===== src/rtl/register_file_pkg.sv =====
// Shared constants, types and helpers for the register_file block.
`timescale 1ns/1ps
package regfile_pkg;

  localparam int REG_ZERO   = 0;
  localparam int REG_RA     = 31;
  localparam int DEF_WIDTH  = 32;
  localparam int DEF_DEPTH  = 32;
  localparam int DEF_ADDR_W = $clog2(DEF_DEPTH);

  // popcount takes a fixed-width argument; callers zero-extend up to POP_MAX bits.
  localparam int POP_MAX    = 256;
  localparam int POP_W      = $clog2(POP_MAX) + 1;

  typedef logic [DEF_ADDR_W-1:0] reg_addr_t;
  typedef logic [DEF_WIDTH-1:0]  reg_word_t;

  function automatic logic [POP_W-1:0] popcount(input logic [POP_MAX-1:0] v);
    logic [POP_W-1:0] c;
    c = '0;
    for (int i = 0; i < POP_MAX; i++) c = c + POP_W'(v[i]);
    return c;
  endfunction

endpackage


===== src/rtl/register_file_if.sv =====
// Decode/writeback bus of the register file: two read ports, write port, reserve port, scoreboard status.
`timescale 1ns/1ps
interface register_file_if
  import regfile_pkg::*;
#(
  parameter int WIDTH = DEF_WIDTH,
  parameter int DEPTH = DEF_DEPTH
);
  localparam int ADDR_W = $clog2(DEPTH);

  logic [ADDR_W-1:0] rd_addr_a;
  logic [WIDTH-1:0]  rd_data_a;
  logic [ADDR_W-1:0] rd_addr_b;
  logic [WIDTH-1:0]  rd_data_b;
  logic              wr_en;
  logic [ADDR_W-1:0] wr_addr;
  logic [WIDTH-1:0]  wr_data;
  logic              rsv_en;
  logic [ADDR_W-1:0] rsv_addr;
  logic              busy_a;
  logic              busy_b;
  logic              stall;
  logic [ADDR_W:0]   pending_cnt;

  modport master (
    output rd_addr_a, rd_addr_b, wr_en, wr_addr, wr_data, rsv_en, rsv_addr,
    input  rd_data_a, rd_data_b, busy_a, busy_b, stall, pending_cnt
  );

  modport slave (
    input  rd_addr_a, rd_addr_b, wr_en, wr_addr, wr_data, rsv_en, rsv_addr,
    output rd_data_a, rd_data_b, busy_a, busy_b, stall, pending_cnt
  );
endinterface


===== src/rtl/register_file_cell.sv =====
// register_cell: one WIDTH-bit storage register with load enable, async active-low clear.
`timescale 1ns/1ps
module register_cell
  import regfile_pkg::*;
#(
  parameter int WIDTH = DEF_WIDTH
) (
  input  logic             clk,
  input  logic             rst,
  input  logic             load,
  input  logic [WIDTH-1:0] d,
  output logic [WIDTH-1:0] q
);

  always_ff @(posedge clk or negedge rst) begin
    if (!rst)      q <= '0;
    else if (load) q <= d;
  end

endmodule


===== src/rtl/register_file.sv =====
// register_file: DEPTH x WIDTH GPR file, r0 hardwired to zero, pending-write scoreboard.
// Optional write-through forwarding on the read ports with `define REGFILE_BYPASS_EN.
`timescale 1ns/1ps
module register_file
  import regfile_pkg::*;
#(
  parameter int WIDTH = DEF_WIDTH,
  parameter int DEPTH = DEF_DEPTH
) (
  input  logic              clk,
  input  logic              rst,
  register_file_if.slave    bus
);
  localparam int ADDR_W = $clog2(DEPTH);
  localparam int CNT_W  = ADDR_W + 1;

  logic [WIDTH-1:0] regs [DEPTH];
  logic [DEPTH-1:0] busy;
  logic [DEPTH-1:0] busy_nxt;
  logic [CNT_W-1:0] pending_cnt;
  logic             wr_ok;
  logic             rsv_ok;

  assign wr_ok  = bus.wr_en  && (bus.wr_addr  != ADDR_W'(REG_ZERO));
  assign rsv_ok = bus.rsv_en && (bus.rsv_addr != ADDR_W'(REG_ZERO));

  assign regs[0] = '0;

  for (genvar i = 1; i < DEPTH; i++) begin : g_cell
    register_cell #(.WIDTH(WIDTH)) u_cell (
      .clk  (clk),
      .rst  (rst),
      .load (wr_ok && (bus.wr_addr == ADDR_W'(i))),
      .d    (bus.wr_data),
      .q    (regs[i])
    );
  end

  // Reserve is applied after release so a same-index reserve from a younger instruction wins.
  always_comb begin
    busy_nxt = busy;
    if (wr_ok)  busy_nxt[bus.wr_addr]  = 1'b0;
    if (rsv_ok) busy_nxt[bus.rsv_addr] = 1'b1;
    busy_nxt[0] = 1'b0;
  end

  always_ff @(posedge clk or negedge rst) begin
    if (!rst) begin
      busy        <= '0;
      pending_cnt <= '0;
    end else begin
      busy        <= busy_nxt;
      pending_cnt <= CNT_W'(popcount(POP_MAX'(busy_nxt)));
    end
  end

`ifdef REGFILE_BYPASS_EN
  logic hit_a;
  logic hit_b;
  logic rsv_same;

  // Gated by rst so forwarded data cannot leak onto the ports while reset is asserted.
  assign rsv_same = bus.rsv_en && (bus.rsv_addr == bus.wr_addr);
  assign hit_a    = rst && wr_ok && (bus.wr_addr == bus.rd_addr_a);
  assign hit_b    = rst && wr_ok && (bus.wr_addr == bus.rd_addr_b);

  assign bus.rd_data_a = hit_a ? bus.wr_data : regs[bus.rd_addr_a];
  assign bus.rd_data_b = hit_b ? bus.wr_data : regs[bus.rd_addr_b];
  assign bus.busy_a    = (hit_a && !rsv_same) ? 1'b0 : busy[bus.rd_addr_a];
  assign bus.busy_b    = (hit_b && !rsv_same) ? 1'b0 : busy[bus.rd_addr_b];
`else
  assign bus.rd_data_a = regs[bus.rd_addr_a];
  assign bus.rd_data_b = regs[bus.rd_addr_b];
  assign bus.busy_a    = busy[bus.rd_addr_a];
  assign bus.busy_b    = busy[bus.rd_addr_b];
`endif

  assign bus.stall       = bus.busy_a | bus.busy_b;
  assign bus.pending_cnt = pending_cnt;

endmodule


===== src/flat_wrapper.sv =====
// flat-port wrapper written by rule: the top's interface ports become plain ports
module register_file_flat import regfile_pkg::*;
#(
  parameter int WIDTH = DEF_WIDTH,
  parameter int DEPTH = DEF_DEPTH
)
  (clk, rst, bus_rd_addr_a, bus_rd_addr_b, bus_wr_en, bus_wr_addr, bus_wr_data, bus_rsv_en, bus_rsv_addr, bus_rd_data_a, bus_rd_data_b, bus_busy_a, bus_busy_b, bus_stall, bus_pending_cnt);
  register_file_if #(.WIDTH(WIDTH), .DEPTH(DEPTH)) bus_i ();
  input  logic clk;
  input  logic rst;
  input wire logic [$bits(bus_i.rd_addr_a)-1:0] bus_rd_addr_a;
  input wire logic [$bits(bus_i.rd_addr_b)-1:0] bus_rd_addr_b;
  input wire logic [$bits(bus_i.wr_en)-1:0] bus_wr_en;
  input wire logic [$bits(bus_i.wr_addr)-1:0] bus_wr_addr;
  input wire logic [$bits(bus_i.wr_data)-1:0] bus_wr_data;
  input wire logic [$bits(bus_i.rsv_en)-1:0] bus_rsv_en;
  input wire logic [$bits(bus_i.rsv_addr)-1:0] bus_rsv_addr;
  output wire logic [$bits(bus_i.rd_data_a)-1:0] bus_rd_data_a;
  output wire logic [$bits(bus_i.rd_data_b)-1:0] bus_rd_data_b;
  output wire logic [$bits(bus_i.busy_a)-1:0] bus_busy_a;
  output wire logic [$bits(bus_i.busy_b)-1:0] bus_busy_b;
  output wire logic [$bits(bus_i.stall)-1:0] bus_stall;
  output wire logic [$bits(bus_i.pending_cnt)-1:0] bus_pending_cnt;
  assign bus_i.rd_addr_a = bus_rd_addr_a;
  assign bus_i.rd_addr_b = bus_rd_addr_b;
  assign bus_i.wr_en = bus_wr_en;
  assign bus_i.wr_addr = bus_wr_addr;
  assign bus_i.wr_data = bus_wr_data;
  assign bus_i.rsv_en = bus_rsv_en;
  assign bus_i.rsv_addr = bus_rsv_addr;
  assign bus_rd_data_a = bus_i.rd_data_a;
  assign bus_rd_data_b = bus_i.rd_data_b;
  assign bus_busy_a = bus_i.busy_a;
  assign bus_busy_b = bus_i.busy_b;
  assign bus_stall = bus_i.stall;
  assign bus_pending_cnt = bus_i.pending_cnt;
  register_file #(.WIDTH(WIDTH), .DEPTH(DEPTH)) u_core (.clk(clk), .rst(rst), .bus(bus_i));
endmodule

===== config.mk =====
export PLATFORM = sky130hd
export DESIGN_NAME = register_file_flat
export DESIGN_NICKNAME = d
export VERILOG_FILES = /design/src/rtl/register_file_pkg.sv /design/src/rtl/register_file_if.sv /design/src/rtl/register_file_cell.sv /design/src/rtl/register_file.sv /design/src/flat_wrapper.sv
export SDC_FILE = /design/constraint.sdc
export NUM_CORES = 2
export LEC_CHECK = 0
export CAP_MARGIN = 20
export CORE_MARGIN = 1.5
export CORE_UTILIZATION = 45
export DETAILED_ROUTE_END_ITERATION = 6
export PLACE_DENSITY = 0.71
export SYNTH_ARGS = -nofsm -noshare
export SYNTH_HDL_FRONTEND = slang
export SYNTH_HIERARCHICAL = 1
export SYNTH_SLANG_ARGS = --single-unit

===== constraint.sdc =====
create_clock -name clk -period 7.75 [get_ports clk]
set_input_delay 1.9375 -clock clk [delete_from_list [all_inputs] [get_ports clk]]
set_output_delay 1.9375 -clock clk [all_outputs]
set_load 0.005 [all_outputs]

==> flow_summary_export.csv <==
group,metric,value,unit
run_status,status,"complete, no violations",
floorplan,start_util,0.4542,
sta,setup_viol,0,
route,via_per_inst,6.281,
synth,ys_dominant_reg_cell,"dfrtp_1",
synth,ys_types,46,
power,p_int,13.45,mW
cts,cts_resized,0,
power,power,18.84,mW
cts,hold_buffers,0,
synth,ys_seq_area_frac,0.4237,
synth,synth-compound-area-share,0.03084,
finish,nFillCells,10950,
cts,clkTransAtPathRegs,60,ps
synth,synthMuxAreaShare,0.4702,
floorplan,core_area,133800,um^2
floorplan,dieArea,137300,um^2
power,combinationalPowerShare,0.308,
finish,nets,3697,
critical_path,worstSetupStartpointType,"input pin",
synth,ys_seq_elements,1029,
sta,fin_skew,16.14,ps
cts,clkLatencyLatePin,700,ps
min_path,hold_start,"u_core/g_cell[6].u_cell/q[29]",
sta,finalCritPeriodShare,0.9105,
power,power.switching,5.391,mW
route,drtPass1Iterations,5,
sta,tightest_slew,1112,ps
power,leakage,29.24,nW
sta,hold_violations,0,
global_routing,gr-usage-all-layers,0.2511,
critical_path,endpoint_kind,"register",
synth,synthAdderAreaFrac,0.009018,
cts,cts_root_buf,"clkbuf_16",
synth,synth_cells,3510,
route,drcViolationCount,0,
global_routing,grt_pass1_wl,254700,um
synth,synth_top_family_by_area,"multiplexers",
finish,drive_above_1_share,0.5378,
place,hpwlAfterDp,98720,um
synth,syn_area,60770,um^2
cts,cts_tree,"yes",
finish,syn2layout_area_growth,10.66,%
synth,synthTopCellsByArea,"dfrtp_1 (42%), mux2_4 (23%), mux4_2 (19%)",
global_routing,antenna_found_initial,5,
critical_path,cp.required,8360,ps
synth,synth_edf_count,0,
place,io_buffers,128,
power,clkPwrFrac,0.301,
synth,syn_area_per_cell,17.31,um^2
synth,synth_fp_nets,3596,
sta,tns,0,ps
global_routing,grt_pass1_vias,36640,
synth,yosys.area_share.simple,0.008709,
power,p_per_area,280.1,nW/um^2
flow_run,drv_cap,0,
power,switching_share,0.2862,
power,vdd_ir_drop_max,0.6684,mV
sta,slew_headroom,0.2576,
cts,clockBufferDepth,3,
sta,rsz0062_at_grt,"no",
critical_path,critPathMaxFanout,7,
synth,yosys.area.top_type,"dfrtp_1",
cts,numCtsBuffers,111,
synth,synth_xor_area_frac,0.0004323,
floorplan,die_h,370.5,um
sta,period_minus_slack,7056,ps
global_routing,grt_max_degree,170,
route,drt_iter0_markers,3439,
min_path,hold_class,"register to register",
global_routing,grt.overflow.total,0,
cts,cts_num_sinks,1029,
sta,drv_slew,0,
power,power_frac_seq,0.391,
synth,synth-async-reset-ratio,1.000,
floorplan,pin_count,129,
critical_path,critPathKind,"input pin to register",
synth,synth_top_area_share,0.4237,
sta,fmax,0.1417,GHz
critical_path,reg2reg_from,"u_core/busy[22]",
cts,htree_levels,3,
route,wirelength,171900,um
critical_path,crit_start,"bus_wr_addr[2]",
route,wire_per_inst,31.42,um
synth,yosysWarnings,6,
floorplan,die_w,370.5,um
critical_path,arrival,7660,ps
floorplan,std_cell_rows,134,
cts,cts_setup_buffers,0,
route,via_count,34370,
place,finalWeightedCongestion,0.8875,
route,ant_nets,0,
[power by group through the flow]
stage	Combinational, mW	Clock [mW]	Sequential (mW)
3_5_place_dp	5.79	0	7.38
3_3_place_gp	5.67	0	7.33
2_1_floorplan	4.47	0	7.10
4_1_cts	5.80	5.77	7.32
6_report	5.79	5.68	7.36
5_1_grt	6.35	6.00	7.48
[area by class of cell]
type | count | area, um^2 | area share
diodes | 2 | 5.005 | 0.00007442
repair buffers | 299 | 3418 | 0.05083
well taps | 1768 | 2212 | 0.03289
clock inverters | 44 | 585.6 | 0.008707
multi-input cells | 2090 | 31630 | 0.4704
clock buffers | 160 | 3317 | 0.04932
inverters | 80 | 330.3 | 0.004912
flip-flops and latches | 1029 | 25750 | 0.3829
[sequential cells by signal (all words and copies together), names as in the netlist]
signal and cells:
u_core/g_cell.u_cell/q 992, u_core/busy 31, u_core/bus.pending_cnt 6
[cells in the mapped netlist, drive strengths merged, types with 2 or more instances]
cell / number
o21a: 64
a21o: 3
nor3: 6
nor2: 16
a22oi: 75
nand2: 24
a22o: 75
mux2: 1061
a221oi: 3
o21ai: 11
clkbuf: 63
mux2i: 131
a21boi: 2
and2: 6
mux4: 525
inv: 80
and3: 3
and4b: 2
nand3: 10
a32o: 2
a21oi: 2
xor2: 2
dfrtp: 1029
nor3b: 5
nand2b: 5
ha: 7
nor2b: 16
buf: 248
fa: 23
nand4: 2
[through the flow]
stage	instance area [um^2]	worst slack (ps)	cells	utilization	hold WS, ps
after floorplan	60770	476.8	3510	-	491.8
after global placement	62720	60.45	5242	0.4688	501.9
after detailed placement	62810	14.90	5245	0.4694	508.3
after CTS	66710	751.5	5449	0.4986	526.9
after global routing	67250	511.9	5470	0.5026	537.8
final	67250	693.8	5472	0.5027	524.1
[cell families after synthesis]
family / Yosys count
AO/OA/AOI/OAI: 240
buffers and inverters: 391
multiplexers: 1717
AND/OR/NAND/NOR: 100
XOR/XNOR: 3
flip-flops: 1029
adder cells (fa/ha/maj): 30
[worst max-delay path: stages]
cell and delay (ps):
clkdlybuf4s50_1 450, buf_4 180, nor3_1 420, nand2_1 160, a22oi_1 280, fa_1 490
fa_1 470, fa_1 500, inv_1 70, fa_1 540, inv_1 50, fa_1 450
fa_1 520, fa_1 170, inv_1 70, fa_1 430, a21o_1 170, a21oi_1 170
xnor2_1 130
[cell usage in the layout, fill, tap and decap left out, drive strengths merged, types with 3 or more instances in the layout]
master,count
ha,7
clkbuf,166
fa,23
a21o,3
nand2,24
mux2,1061
nor2b,16
mux2i,131
inv,61
and2,6
mux4,525
nor2,16
nor3,6
a221oi,3
clkinv,43
o21ai,11
clkdlybuf4s50,117
and3,3
nor3b,5
o21a,64
bufinv,13
nand2b,5
dfrtp,1029
buf,176
nand3,10
a22oi,75
clkinvlp,7
a22o,75
[final timing paths]
check,end,slack [ps],cells past startpoint
max in group asynchronous,u_core/g_cell[29].u_cell/q[10],4810,2
hold reg to reg,u_core/g_cell[6].u_cell/q[29],520,1
setup / recovery,u_core/bus.pending_cnt[4],690,19
min in group asynchronous,u_core/busy[13],1290,1
hold / removal,u_core/g_cell[6].u_cell/q[29],520,1
setup reg to reg,u_core/bus.pending_cnt[4],2540,16
[metal layers]
metal  vias to the layer above  routed length, um  GRT usage
met4                         4               5057    0.07818
li1                      13800                  -          -
met3                       295              11620    0.04475
met2                      1378              79850     0.3866
met5                         -                 27          0
met1                     18900              75360     0.3621
(Power assumes the default switching activity.)
